===== src/rtl/motor_ramp_if.sv =====
// Switch inputs and L298 bridge outputs of the motor ramp sequencer.
interface motor_ramp_if;
  logic [7:0] sw;
  logic       dir_fwd;
  logic       dir_rev;
  logic       pwm_out;
  logic [3:0] duty_now;
  logic [1:0] state;
  logic       busy;

  modport master (
    output sw,
    input  dir_fwd, dir_rev, pwm_out, duty_now, state, busy
  );

  modport slave (
    input  sw,
    output dir_fwd, dir_rev, pwm_out, duty_now, state, busy
  );
endinterface


===== src/rtl/motor_ramp_sequencer.sv =====
// L298 channel sequencer: switch decode, duty ramp, reversal dead-time, PWM.
// MOTOR_DEAD_BRAKE_EN: fast-brake (dir 11, pwm high) during dead-time.
module motor_ramp_sequencer #(
  parameter int PWM_PERIOD  = 10,
  parameter int RAMP_DIV    = 1_000_000,
  parameter int DEAD_CYCLES = 5_000_000
) (
  input logic        clk,
  input logic        rst,
  motor_ramp_if.slave bus
);
  localparam int RW = (RAMP_DIV > 1) ? $clog2(RAMP_DIV) : 1;
  localparam int DW = (DEAD_CYCLES > 1) ? $clog2(DEAD_CYCLES) : 1;
  localparam int PW = (PWM_PERIOD > 1) ? $clog2(PWM_PERIOD) : 1;
  localparam int CW = (PW > 4) ? PW : 4;
`ifdef MOTOR_DEAD_BRAKE_EN
  localparam logic BRAKE = 1'b1;
`else
  localparam logic BRAKE = 1'b0;
`endif

  typedef enum logic [1:0] {
    IDLE = 2'd0,
    RUN  = 2'd1,
    STOP = 2'd2,
    DEAD = 2'd3
  } state_t;

  state_t          st_q, st_d;
  logic [3:0]      tgt_duty;
  logic            tgt_rev;
  logic [RW-1:0]   ramp_cnt;
  logic            tick;
  logic [3:0]      duty_q, duty_d;
  logic            rev_q, rev_d;
  logic [DW-1:0]   dead_q, dead_d;
  logic [PW-1:0]   pwm_cnt;
  logic [3:0]      shadow;
  logic            pwm_q;
  logic            pwm_cmp;
  logic [1:0]      dir;

  // Highest switch index wins; no switch keeps the last direction.
  always_ff @(posedge clk or posedge rst) begin
    if (rst) begin
      tgt_duty <= '0;
      tgt_rev  <= 1'b0;
    end else begin
      priority case (1'b1)
        bus.sw[7]: begin tgt_duty <= 4'd3;  tgt_rev <= 1'b1; end
        bus.sw[6]: begin tgt_duty <= 4'd5;  tgt_rev <= 1'b1; end
        bus.sw[5]: begin tgt_duty <= 4'd7;  tgt_rev <= 1'b1; end
        bus.sw[4]: begin tgt_duty <= 4'd10; tgt_rev <= 1'b1; end
        bus.sw[3]: begin tgt_duty <= 4'd3;  tgt_rev <= 1'b0; end
        bus.sw[2]: begin tgt_duty <= 4'd5;  tgt_rev <= 1'b0; end
        bus.sw[1]: begin tgt_duty <= 4'd7;  tgt_rev <= 1'b0; end
        bus.sw[0]: begin tgt_duty <= 4'd10; tgt_rev <= 1'b0; end
        default:   tgt_duty <= 4'd0;
      endcase
    end
  end

  assign tick = (ramp_cnt == RW'(RAMP_DIV - 1));

  always_ff @(posedge clk or posedge rst) begin
    if (rst) ramp_cnt <= '0;
    else     ramp_cnt <= tick ? '0 : ramp_cnt + 1'b1;
  end

  always_ff @(posedge clk or posedge rst) begin
    if (rst) begin
      st_q   <= IDLE;
      duty_q <= '0;
      rev_q  <= 1'b0;
      dead_q <= '0;
    end else begin
      st_q   <= st_d;
      duty_q <= duty_d;
      rev_q  <= rev_d;
      dead_q <= dead_d;
    end
  end

  always_comb begin
    st_d   = st_q;
    duty_d = duty_q;
    rev_d  = rev_q;
    dead_d = dead_q;
    unique case (st_q)
      IDLE: begin
        duty_d = '0;
        if (tgt_duty != 4'd0) begin
          st_d  = RUN;
          rev_d = tgt_rev;
        end
      end
      RUN: begin
        if (tgt_duty != 4'd0 && tgt_rev != rev_q) begin
          st_d = STOP;
        end else if (tgt_duty == 4'd0 && duty_q == 4'd0) begin
          st_d = IDLE;
        end else if (tick) begin
          if (duty_q < tgt_duty)      duty_d = duty_q + 4'd1;
          else if (duty_q > tgt_duty) duty_d = duty_q - 4'd1;
        end
      end
      STOP: begin
        if (duty_q == 4'd0) begin
          st_d   = DEAD;
          dead_d = '0;
        end else if (tick) begin
          duty_d = duty_q - 4'd1;
        end
      end
      DEAD: begin
        duty_d = '0;
        // Switch state is sampled only here, at the end of the dead-time.
        if (dead_q == DW'(DEAD_CYCLES - 1)) begin
          dead_d = '0;
          rev_d  = tgt_rev;
          st_d   = (tgt_duty != 4'd0) ? RUN : IDLE;
        end else begin
          dead_d = dead_q + 1'b1;
        end
      end
      default: st_d = IDLE;
    endcase
  end

  always_comb begin
    dir = 2'b00;
    unique case (st_q)
      RUN, STOP: dir = {~rev_q, rev_q};
      DEAD:      dir = {BRAKE, BRAKE};
      default:   dir = 2'b00;
    endcase
  end

  assign pwm_cmp = CW'(pwm_cnt) < CW'(shadow);

  // Forcing on the next state keeps the pwm pin aligned with state.
  always_ff @(posedge clk or posedge rst) begin
    if (rst) begin
      pwm_cnt <= '0;
      shadow  <= '0;
      pwm_q   <= 1'b0;
    end else begin
      if (pwm_cnt == PW'(PWM_PERIOD - 1)) begin
        pwm_cnt <= '0;
        shadow  <= duty_q;
      end else begin
        pwm_cnt <= pwm_cnt + 1'b1;
      end
      pwm_q <= (st_d == DEAD) ? BRAKE : pwm_cmp;
    end
  end

  assign bus.dir_fwd  = dir[1];
  assign bus.dir_rev  = dir[0];
  assign bus.pwm_out  = pwm_q;
  assign bus.duty_now = duty_q;
  assign bus.state    = st_q;
  assign bus.busy     = (st_q == STOP) || (st_q == DEAD);
endmodule

===== src/flat_wrapper.sv =====
// flat-port wrapper written by rule: the top's interface ports become plain ports
module motor_ramp_sequencer_flat 
#(
  parameter int PWM_PERIOD  = 10,
  parameter int RAMP_DIV    = 1_000_000,
  parameter int DEAD_CYCLES = 5_000_000
)
  (clk, rst, bus_sw, bus_dir_fwd, bus_dir_rev, bus_pwm_out, bus_duty_now, bus_state, bus_busy);
  motor_ramp_if bus_i ();
  input logic clk;
  input logic rst;
  input wire logic [$bits(bus_i.sw)-1:0] bus_sw;
  output wire logic [$bits(bus_i.dir_fwd)-1:0] bus_dir_fwd;
  output wire logic [$bits(bus_i.dir_rev)-1:0] bus_dir_rev;
  output wire logic [$bits(bus_i.pwm_out)-1:0] bus_pwm_out;
  output wire logic [$bits(bus_i.duty_now)-1:0] bus_duty_now;
  output wire logic [$bits(bus_i.state)-1:0] bus_state;
  output wire logic [$bits(bus_i.busy)-1:0] bus_busy;
  assign bus_i.sw = bus_sw;
  assign bus_dir_fwd = bus_i.dir_fwd;
  assign bus_dir_rev = bus_i.dir_rev;
  assign bus_pwm_out = bus_i.pwm_out;
  assign bus_duty_now = bus_i.duty_now;
  assign bus_state = bus_i.state;
  assign bus_busy = bus_i.busy;
  motor_ramp_sequencer #(.PWM_PERIOD(PWM_PERIOD), .RAMP_DIV(RAMP_DIV), .DEAD_CYCLES(DEAD_CYCLES)) u_core (.clk(clk), .rst(rst), .bus(bus_i));
endmodule

===== config.mk =====
export PLATFORM = sky130hd
export DESIGN_NAME = motor_ramp_sequencer_flat
export DESIGN_NICKNAME = d
export VERILOG_FILES = /design/src/rtl/motor_ramp_if.sv /design/src/rtl/motor_ramp_sequencer.sv /design/src/flat_wrapper.sv
export SDC_FILE = /design/constraint.sdc
export NUM_CORES = 1
export LEC_CHECK = 0
export ABC_AREA = 0
export BUFFER_PORTS_ARGS = -buffer_cell sky130_fd_sc_hd__buf_2
export CORE_MARGIN = 4
export CORE_UTILIZATION = 30
export DETAILED_ROUTE_END_ITERATION = 7
export HOLD_SLACK_MARGIN = 0.02
export SETUP_SLACK_MARGIN = 0.4
export SYNTH_ARGS = -nofsm -noshare
export SYNTH_HDL_FRONTEND = slang
export SYNTH_SLANG_ARGS = --single-unit
export TNS_END_PERCENT = 30

===== constraint.sdc =====
create_clock -name clk -period 3.9 [get_ports clk]
set_input_delay 0.78 -clock clk [delete_from_list [all_inputs] [get_ports clk]]
set_output_delay 0.78 -clock clk [all_outputs]
set_load 0.005 [all_outputs]

==> flow_summary.yaml <==
yosys:
  async_flop_share: 1.00
  synth.most_common_cell: "dfrtp_1"
  yosys-top-cells-count: "dfrtp_1, nor2_1, nand2_1, o21ai_0, nand3_1"
  synthXorXnorAreaFrac: 0.0883
  synthMuxAreaShare: 0.00973
  synth_ff_type: "dfrtp_1"
  synth_area_leaders: "dfrtp_1, nor2_1, ha_1"
  syn_area_sq_um: 3470
  synth_top_family_by_area: "simple AND/OR/NAND/NOR gates"
  synthCells: 360
  synth_warnings: 0
  ys_ff_latch: 64
  synthAdderAreaFrac: 0.0541
  synth_simple_gate_area_frac: 0.240
  synth_compound_area_frac: 0.122
  synth.avg_cell_area_sq_um: 9.64
  synth_edf_count: 0
  synth_top_area_cell: "dfrtp_1"
  netlist.area_leader.share: 0.461
  yosysSeqAreaShare: 0.461
  syn_nets: 385
  synth_cell_types: 52
finish:
  fin_util: 0.354
  stdcell_count: 532
  final_area_sq_um: 4020
  drive_above_1_share: 0.121
  num-fill-cells: 1140
  regArea_sq_um: 1600
  nNetsFinal: 412
  synthToLayoutAreaGrowth_pct: 15.8
  multi_input_area_sq_um: 1790
  diodes: 0
clocking:
  path_clk_slew_ns: 0.05
  post_cts_buffers: 0
  root_buffer: "clkbuf_16"
  holdBufCountCts: 0
  cts-resized-gates: 0
  cts_sinks: 64
  cts_tree: "built"
  clock_path_buffers: 2
  clock_latency_ns: 0.32
  htree_num_levels: 3
  numCtsBuffers: 9
power:
  total_power_mw: 2.15
  power.density_nw_per_um2: 535
  seq_power_share: 0.372
  combPwrFrac: 0.287
  swShare: 0.317
  intPower_mw: 1.47
  vdd_drop_max_mv: 0.298
  power.leakage_nw: 1.78
  switchingPower_mw: 0.682
  power_frac_clock: 0.342
setup_path:
  worstSetupEndpoint: "u_core.bus.pwm_out"
  ff2ff_setup_slack_ns: 1.25
  r2r-end: "u_core.bus.pwm_out"
  worstSetupStartpointType: "flip-flop"
  crit_path_end_kind: "flip-flop"
  crit_type: "flip-flop to flip-flop"
  startpoint: "u_core.bus.duty_now[0]"
  rr_worst_depth: 8
  critPathArrivalTime_ns: 2.88
  worst-path-max-fanout: 8
  r2r_start: "u_core.bus.duty_now[0]"
  crit_required_ns: 4.13
detailed_routing:
  dr.first_iter.drc_count: 158
  num_vias: 2697
  dr.pass1.iters: 4
  viasPerCell: 5.07
  route.detailed.drc: 0
  routedWlPerCell_um: 13.3
  antenna_left: 0
  routed_wirelength_mm: 7.10
grt:
  antenna_found_initial: 0
  groute.usage.overall: 0.115
  grt_start_max_net_pins: 38
  grt_overflow: 0
  grt_pass1_wl_mm: 12.2
  grt_pass1_vias: 2661
floorplanning:
  io_pins: 20
  row_count: 39
  die_w_um: 116
  start_util: 0.305
  die_y_um: 116
  core_area_sq_um: 11400
  die_area_sq_um: 13400
sta:
  rsz0062_at_grt: "false"
  clock-skew-final_ns: 0.00503
  timing.setup.tns_ns: 0
  slew_violations: 0
  period_needed_ns: 2.65
  worst_pin_slew_ns: 0.788
  setup_viol: 0
  timing.fmax_mhz: 377
  whs_ns: 0.497
  fin_ws_ns: 1.25
  fin_crit_sh: 0.680
  finalHoldViolCount: 0
  max_slew_margin: 0.473
run_status:
  status: "complete, no violations"
min_path:
  hp-class: "flip-flop to flip-flop"
run:
  maxCapViolCount: 0
placement:
  place_hpwl_mm: 5.23
  io_buffers: 19
  dpl-instance-area_sq_um: 3740
  dp_slack_ns: 1.28
  gp_congestion: 0.858
  dp.cells: 519
-- cell type report --
| class | instances | share of cell area |
|---|---|---|
| multi-input combinational | 274 | 0.444 |
| sequential | 64 | 0.398 |
| clock buffer | 13 | 0.0697 |
| tap | 143 | 0.0445 |
| timing repair buffer | 21 | 0.0274 |
| inverter | 17 | 0.0159 |
-- flip-flops by register name (all words and copies together), names as in the netlist --
signal and flops:
u_core.tgt_rev 1, u_core.bus.pwm_out 1, u_core.ramp_cnt 20, u_core.dead_q 23, u_core.pwm_cnt 4, u_core.rev_q 1
u_core.shadow 4, u_core.bus.duty_now 4, u_core.tgt_duty 4, u_core.bus.state 2
-- logic make-up (layout without fill, tap and decap cells) --
group	Yosys count	in the layout
compound gates	61	61
xor+xnor	35	35
fa+ha+maj	15	15
buf+inv	22	51
flops	64	64
mux	3	3
simple gates	160	160
-- power groups by stage --
stage	Clock [mW]	Combinational, mW	Sequential [mW]
2_1_floorplan	0	0.457	0.783
3_5_place_dp	0	0.618	0.812
3_3_place_gp	0	0.613	0.810
4_1_cts	0.761	0.621	0.801
6_report	0.735	0.617	0.800
5_1_grt	0.793	0.703	0.812
-- worst max-delay path, stage by stage, from the launching register on --
cell and delay (ns):
dfrtp_1 0.46, inv_1 0.18, ha_1 0.27, nor3b_1 0.45, mux2_2 0.31, nor2_1 0.05, o32a_1 0.28, o32a_1 0.31
a221oi_2 0.23
-- cells in the final DEF, fill, tap and decap left out, drive strengths merged, types with 4 or more instances in the layout --
master / count
nor2: 52
ha: 15
clkbuf: 13
dfrtp: 64
and3: 7
or3: 5
nand3: 20
nor3: 6
and4: 5
xnor2: 18
nor2b: 6
a21oi: 12
nand4: 9
o21ai: 23
buf: 21
o31ai: 4
nor4bb: 4
inv: 17
nand2: 25
xor2: 17
-- how the worst min path moves through the flow --
stage,start,end,cells after the start
final,u_core.ramp_cnt[4],u_core.ramp_cnt[4],1
after CTS,u_core.ramp_cnt[4],u_core.ramp_cnt[4],1
after detailed placement,u_core.ramp_cnt[15],u_core.ramp_cnt[15],1
after floorplan,u_core.ramp_cnt[4],u_core.ramp_cnt[4],1
after global routing,u_core.ramp_cnt[4],u_core.ramp_cnt[4],1
after global placement,u_core.ramp_cnt[15],u_core.ramp_cnt[15],1
-- metal layers --
metal,wire length (um),track usage,part of all wire
met5,0,0,0
met4,74,0.0383,0.010
met2,3500,0.193,0.49
met3,288,0.0418,0.041
met1,3230,0.136,0.46
(Power assumes the default switching activity.)
